File: src/rtl/fifo_mr_bcast.sv
// fifo_mr_bcast: single-writer broadcast FIFO, each active reader drains every accepted word once at its own pace
// Ports: clk; rst_n async active-low reset; Reset sync active-high clear; active per-reader enable mask;
//        push/data_in write side; pop per-reader read request; data_out/valid/empty/count per reader;
//        full/almost_full back-pressure over active readers; overflow/underflow sticky error flags
module fifo_mr_bcast #(
    parameter int DATA_WIDTH = 64,
    parameter int ADDR_WIDTH = 4,
    parameter int RAM_DEPTH  = 1 << ADDR_WIDTH,
    parameter int RD_NUM     = 4,
    parameter int AF_MARGIN  = 2,
    parameter int FWFT       = 0
) (
    input  logic                             clk,
    input  logic                             rst_n,
    input  logic                             Reset,
    input  logic [RD_NUM-1:0]                active,
    input  logic                             push,
    input  logic [DATA_WIDTH-1:0]            data_in,
    input  logic [RD_NUM-1:0]                pop,
    output logic [DATA_WIDTH*RD_NUM-1:0]     data_out,
    output logic [RD_NUM-1:0]                valid,
    output logic [RD_NUM-1:0]                empty,
    output logic                             full,
    output logic                             almost_full,
    output logic [(ADDR_WIDTH+1)*RD_NUM-1:0] count,
    output logic                             overflow,
    output logic [RD_NUM-1:0]                underflow
);
    localparam logic [ADDR_WIDTH:0] FULL_CNT = (ADDR_WIDTH+1)'(RAM_DEPTH);
    localparam logic [ADDR_WIDTH:0] AF_CNT   = (ADDR_WIDTH+1)'(RAM_DEPTH - AF_MARGIN);
    logic [DATA_WIDTH-1:0]               mem [RAM_DEPTH];
    logic [ADDR_WIDTH-1:0]               wr_ptr, wr_next;
    logic [RD_NUM-1:0][ADDR_WIDTH-1:0]   rd_ptr;
    logic [RD_NUM-1:0][ADDR_WIDTH:0]     cnt, cnt_v;
    logic [RD_NUM-1:0][DATA_WIDTH-1:0]   dreg, fw;
    logic [RD_NUM-1:0]                   vreg, pop_ok;
    logic                                push_ok;
    // an inactive reader reads as zero occupancy so it never throttles the writer
    always_comb begin
        full        = 1'b0;
        almost_full = 1'b0;
        for (int i = 0; i < RD_NUM; i++) begin
            cnt_v[i]    = active[i] ? cnt[i] : '0;
            empty[i]    = cnt_v[i] == '0;
            pop_ok[i]   = pop[i] & active[i] & ~empty[i];
            full        = full | (cnt_v[i] == FULL_CNT);
            almost_full = almost_full | (cnt_v[i] >= AF_CNT);
            fw[i]       = empty[i] ? '0 : mem[rd_ptr[i]];
        end
        push_ok = push & ~full;
        wr_next = wr_ptr + ADDR_WIDTH'(push_ok);
    end
    assign count    = cnt_v;
    assign data_out = FWFT != 0 ? fw : dreg;
    assign valid    = FWFT != 0 ? ~empty : vreg;
    always_ff @(posedge clk)
        if (push_ok && !Reset) mem[wr_ptr] <= data_in;
    // inactive readers track the write pointer so they rejoin seeing only new words
    always_ff @(posedge clk or negedge rst_n)
        if (!rst_n) begin
            wr_ptr    <= '0;
            rd_ptr    <= '0;
            cnt       <= '0;
            dreg      <= '0;
            vreg      <= '0;
            overflow  <= 1'b0;
            underflow <= '0;
        end else if (Reset) begin
            wr_ptr    <= '0;
            rd_ptr    <= '0;
            cnt       <= '0;
            dreg      <= '0;
            vreg      <= '0;
            overflow  <= 1'b0;
            underflow <= '0;
        end else begin
            wr_ptr    <= wr_next;
            vreg      <= pop_ok;
            overflow  <= overflow | (push & full);
            underflow <= underflow | (pop & active & empty);
            for (int i = 0; i < RD_NUM; i++) begin
                rd_ptr[i] <= active[i] ? rd_ptr[i] + ADDR_WIDTH'(pop_ok[i]) : wr_next;
                cnt[i]    <= active[i] ? cnt[i] + (ADDR_WIDTH+1)'(push_ok) - (ADDR_WIDTH+1)'(pop_ok[i]) : '0;
                if (pop_ok[i]) dreg[i] <= mem[rd_ptr[i]];
            end
        end
endmodule
File: config.mk
export PLATFORM = sky130hd
export DESIGN_NAME = fifo_mr_bcast
export DESIGN_NICKNAME = d
export VERILOG_FILES = /design/src/rtl/fifo_mr_bcast.sv
export SDC_FILE = /design/constraint.sdc
export NUM_CORES = 2
export LEC_CHECK = 0
export ABC_AREA = 0
export CORE_MARGIN = 8
export CORE_UTILIZATION = 61
export CTS_CLUSTER_DIAMETER = 100
export CTS_CLUSTER_SIZE = 8
export DETAILED_ROUTE_END_ITERATION = 10
export PLACE_DENSITY = 0.92
export RECOVER_POWER = 50
export SLEW_MARGIN = 10
export SYNTH_ARGS = -nofsm -noshare
export SYNTH_HDL_FRONTEND = slang
export SYNTH_SLANG_ARGS = --single-unit
File: constraint.sdc
create_clock -name clk -period 10.2 [get_ports clk]
set_input_delay 1.53 -clock clk [delete_from_list [all_inputs] [get_ports clk]]
set_output_delay 1.53 -clock clk [all_outputs]
set_load 0.01 [all_outputs]
# After elaboration in Yosys (flattened, before gate mapping)
# Memory sizes are Yosys's and may differ from the RTL's.
# Cells that the tools add are included.
# W data, S select, Z words.
# totals
reg_bits	305
mem_bits_rw	1024
inputBits	76
output_inout_bits	291
elab_cells	98
n_memories	1
# op_classes
addsub	13
order_cmp	4
eq_ne	4
mux	25
bitwise	25
reduce_logical	10
# memory_table
memory	depth	width	rd	rd_ports_with_merged_regs	wr	line_no	rtl
mem	16	64	4	0	1	31	logic [DATA_WIDTH-1:0] mem [RAM_DEPTH];
# ops
operator	n
$mux W256	1
$mux W64	4
$mux W5	8
$mux W4	7
$add A4 B1 Y4	5
$add A5 B1 Y5	4
$eq A5 B5 Y1 const B	4
$ge A5 B4 Y1 const B	4
$logic_not A5 Y1	4
$mux W20	1
$sub A5 B1 Y5	4
$mux W16	1
$and A1 B1 Y1	10
$and A4 B4 Y4	2
$reduce_bool A2 Y1	4
$or A1 B1 Y1	7
$not A1 Y1	5
$or A4 B4 Y4	1
$mux W1	3
$logic_and A1 B1 Y1	1
$logic_not A1 Y1	1

# Longest topological paths before layout
# depth
depth_word	11
ltp_mapped	14
ltp_nobuf	13

# Worst setup path before layout
# No wires, ideal clock.
# synth_timing
path_type	in2reg
startpoint	input active[0]
endpoint	memory mem[0][0], enable pin
setup_time_ns	0.666
arrival_time_ns	8.927
required_time_ns	9.534
slack_ns	0.607
path_stages	5
n_path_buf	1
path_cell_list	nand2_1 > o22ai_1 > or4_1 > buf_2 > nor4b_1
# synth_via
elab_chain_len	10
# synth_lines
element	line_no	rtl
start: declaration	16	input logic [RD_NUM-1:0] active,
$mux W5	43	cnt_v[i] = active[i] ? cnt[i] : '0;
$eq A5 B5 Y1	46	full = full | (cnt_v[i] == FULL_CNT);
$or A1 B1 Y1 (3 in series)	46	
$not A1 Y1	50	push_ok = push & ~full;
$and A1 B1 Y1	50	
$logic_and A1 B1 Y1	57	if (push_ok && !Reset) mem[wr_ptr] <= data_in;
$mux W1	57	
$mux W1 (not written as such)	57	
end: declaration	31	
# No other way between the ends.

# Worst setup path in the final report
# layout_timing
startpoint	input active[1]
endpoint	register dreg (netlist bit data_out[98])
# layout_via
elab_chain_len	5
elab_cells_between_ends	6
cone_classes	1 x mux; 3 x bitwise; 2 x reduce/logical
# layout_lines
element	line_no	rtl
$mux W5	43	
$logic_not A5 Y1	44	empty[i] = cnt_v[i] == '0;
$not A1 Y1	45	pop_ok[i] = pop[i] & active[i] & ~empty[i];
$and A1 B1 Y1 (*)	45	
$reduce_bool A2 Y1 (no line) (*)	n/a	
end signal: indexed assignment	84	if (pop_ok[i]) dreg[i] <= mem[rd_ptr[i]];
end: declaration	35	logic [RD_NUM-1:0][DATA_WIDTH-1:0] dreg, fw;
# Every way passes the cells marked *; elsewhere a longest branch is shown, timed or not.
# A chain may end at the register's enable or synchronous reset.

==> impl_metrics.ini <==
[status]
status = finished, violations left
failed_checks = capacitance limit, slew limit

[drt]
wl_um = 245000
drc = 0
ant_nets = 0
drt_iter0_drc = 8834
wl_per_cell_um = 40.2
via_count = 50000
viasPerCell = 8.20
dr.pass1.iters = 6

[timing]
fmax_ghz = 0.188
relSlewSlack_pct = -165
finalMaxSlewViolations = 189
grt_setup_unrepaired = no
skew_ns = 0.0347
setup_viol = 0
period_needed_ns = 5.31
worst_pin_slew_ns = 3.98
finalSetupTns_ns = 0
hold_viol = 0
fin_crit_sh_pct = 52.1

[global_routing]
grt_start_max_net_pins = 147
track_usage_pct = 36.7
first_global_vias = 52100
grt_overflow = 0
antenna_found_initial = 16
grt_first_pass_wirelength_um = 357000

[worst_setup_path]
crit_fanout = 36
cp.required_ns = 10.87
cp-end-kind = register
slowest_stage = clkbuf_1
cp_slowest_stage_delay_ns = 1.83
crit_family = buffers and inverters
path_buf_inv = 3
worstPathCellList = dlygate4sd3_1 -> nor2b_1 -> o2111ai_4 -> clkbuf_1 -> buf_4 -> nor2_1 -> a221o_1
cp.arrival_ns = 5.99
worstSetupPathType = in2reg
start_kind = input pin

[place]
gp_congestion = 0.835
dp_hpwl_um = 132000
io_buffers = 366

[die]
die_area_sq_mm = 0.133
fp.dieW_um = 364
core-area_sq_mm = 0.121
die_y_um = 364
io_pins = 367
row_count = 128
start_util_pct = 61.2

[pwr]
pwr-share-clk_pct = 34.8
p_sw_share_pct = 29.5
combPwrFrac_pct = 27.2
seqPwrFrac_pct = 38.0
leakagePower_nw = 27.5
ir_drop_mv = 0.174
finalPower_mw = 16.8
power.density_cell_area_mw_per_mm2 = 199
switchingPower_mw = 4.96
internal-power_mw = 11.9

[clock_network]
cts_root_buffer = clkbuf_16
holdBufCountCts = 0
path_clk_slew_ns = 0.05
post-cts-setup-buffers = 0
clk_path_buf_depth = 3
htree_levels = 4
insertion_delay_ns = 0.81
cts_buffers = 184
cts_tree = yes
cts_resized = 0
clock_sinks = 1329

[logic_synthesis]
yosysWarnings = 0
syn_inst = 4033
syn_nets = 4143
ys_types = 44
synth-seq-cells = 1329
synth_area_sq_mm = 0.0741
avgSynthCellArea_sq_um = 18.4
synth_seq_area_share_pct = 51.8

[cells_and_area]
multi_input_area_sq_mm = 0.0340
area_growth_pct = 14.1
nets = 4409
seq_area_sq_mm = 0.0384
drive_gt1_share_pct = 36.2
fill_cells = 7059

[worst_hold_path]
hp-class = reg2reg

[job]
max_cap_violations = 4
==> cell usage in the layout (no fill, tap or decap), drive strengths merged, types with 2 or more instances in the layout <==
cell and n:
mux4 1024, edfxtp 1024, clkbuf 339, dfrtp 305
nor2 294, mux2i 264, mux2 256, a221o 256
dlygate4sd3 186, clkdlybuf4s50 179, buf 95, inv 35
ha 30, and2 23, nor3 16, xor2 13
xnor2 11, diode 10, nand2 10, o21ai 10
nand2b 9, nor2b 8, a21oi 8, nand3 8
a21o 7, clkinv 7, nor4 6, or4 5
a22oi 4, a2bb2oi 4, a31oi 4, o21ba 4
o2111ai 4, fa 4, o22ai 2
==> power by group through the flow <==
stage	combinational (mW)	clock, mW	sequential, mW
3_5_place_dp	4.46	0	6.47
5_1_grt	4.74	6.06	6.40
2_1_floorplan	3.35	0	6.31
4_1_cts	4.56	5.85	6.38
3_3_place_gp	4.37	0	6.46
6_report	4.57	5.86	6.39
==> state kept, by name, indices dropped and copies added, names as in the netlist <==
register   flops
valid          4
mem         1024
underflow      4
cnt           20
data_out     256
wr_ptr         4
overflow       1
rd_ptr        16
==> cell usage after synthesis (all sizes together) <==
| master | instances | area share (%) |
|---|---|---|
| nand3 | 8 | 0.054 |
| o22ai | 2 | 0.017 |
| fa | 4 | 0.11 |
| o2111ai | 4 | 0.13 |
| inv | 30 | 0.15 |
| a22oi | 4 | 0.041 |
| buf | 255 | 1.7 |
| a21oi | 8 | 0.054 |
| nand4 | 1 | 0.0085 |
| nor2 | 294 | 1.5 |
| o21a | 1 | 0.010 |
| nand2 | 10 | 0.051 |
| a311oi | 1 | 0.012 |
| and3 | 1 | 0.0085 |
| clkbuf | 129 | 0.66 |
| a21o | 7 | 0.071 |
| mux2 | 256 | 3.9 |
| nor2b | 8 | 0.068 |
| a31oi | 4 | 0.034 |
| xor2 | 13 | 0.15 |
| nor3b | 1 | 0.010 |
| xnor2 | 11 | 0.13 |
| nand2b | 9 | 0.076 |
| mux2i | 264 | 3.6 |
| nor4 | 6 | 0.051 |
| ha | 30 | 0.51 |
| dfrtp | 305 | 10 |
| and2 | 23 | 0.19 |
| a221o | 256 | 3.5 |
| nor3 | 16 | 0.11 |
| edfxtp | 1024 | 42 |
| mux4 | 1024 | 31 |
| o21ba | 4 | 0.054 |
| or4 | 5 | 0.051 |
| nor4b | 1 | 0.012 |
| o21ai | 10 | 0.073 |
| a2bb2oi | 4 | 0.047 |
==> tightest hold or removal path, stage by stage (launching register included) <==
cell and delay [ns]:
dfrtp_1 0.33, a31oi_1 0.04, nor2_1 0.07
==> layout make-up <==
type / count / share of cell area, %
tap: 1625 / 2.41
multi-input combinational: 2290 / 40.2
clock inverter: 12 / 0.247
timing repair buffer: 464 / 5.31
antenna: 10 / 0.0296
sequential: 1329 / 45.5
inverter: 30 / 0.133
clock buffer: 335 / 6.19
==> path summary, 6_finish.rpt <==
kind | slack, ns | to | startpoint | depth (start not counted)
max | 4.89 | data_out[98]$_DFFE_PN0P_ | active[1] | 7
min | 0.48 | underflow[1]$_DFF_PN0_ | underflow[1]$_DFF_PN0_ | 2
max reg2reg | 5.39 | data_out[98]$_DFFE_PN0P_ | cnt[8]$_DFF_PN0_ | 6
min reg2reg | 0.48 | underflow[1]$_DFF_PN0_ | underflow[1]$_DFF_PN0_ | 2
max in group asynchronous | 5.02 | data_out[101]$_DFFE_PN0P_ | rst_n | 2
min in group asynchronous | 0.77 | cnt[18]$_DFF_PN0_ | rst_n | 1
==> per-layer routing <==
| metal | routed length [um] | GRT usage, % |
|---|---|---|
| met4 | 19500 | 24.1 |
| met3 | 38000 | 11.5 |
| met1 | 72300 | 44.5 |
| met2 | 115000 | 57.3 |
| met5 | 64 | 0 |
==> stage by stage <==
stage	std cells	area (sq um)	worst slack [ns]	hold slack (ns)	utilization, %
3_5_place_dp	5738	79100	4.31	0.482	65.3
2_1_floorplan	4033	74100	0.607	0.529	-
4_1_cts	6085	84500	5.18	0.493	69.8
5_1_grt	6091	84500	4.50	0.498	69.8
3_3_place_gp	5738	79100	4.49	0.480	65.3
6_report	6095	84500	4.89	0.484	69.8
==> cells by family (layout without fill, tap and decap cells) <==
group	count (synthesis)	count (layout)	share of synthesized area, %
fa+ha+maj	34	34	0.615
mux	1544	1544	38.6
other cells	0	10	0
flops	1329	1329	51.8
buf+inv	414	841	2.52
xor+xnor	24	24	0.284
compound gates	305	305	4.00
simple gates	383	383	2.18
Power figures use the tool's default switching activity.
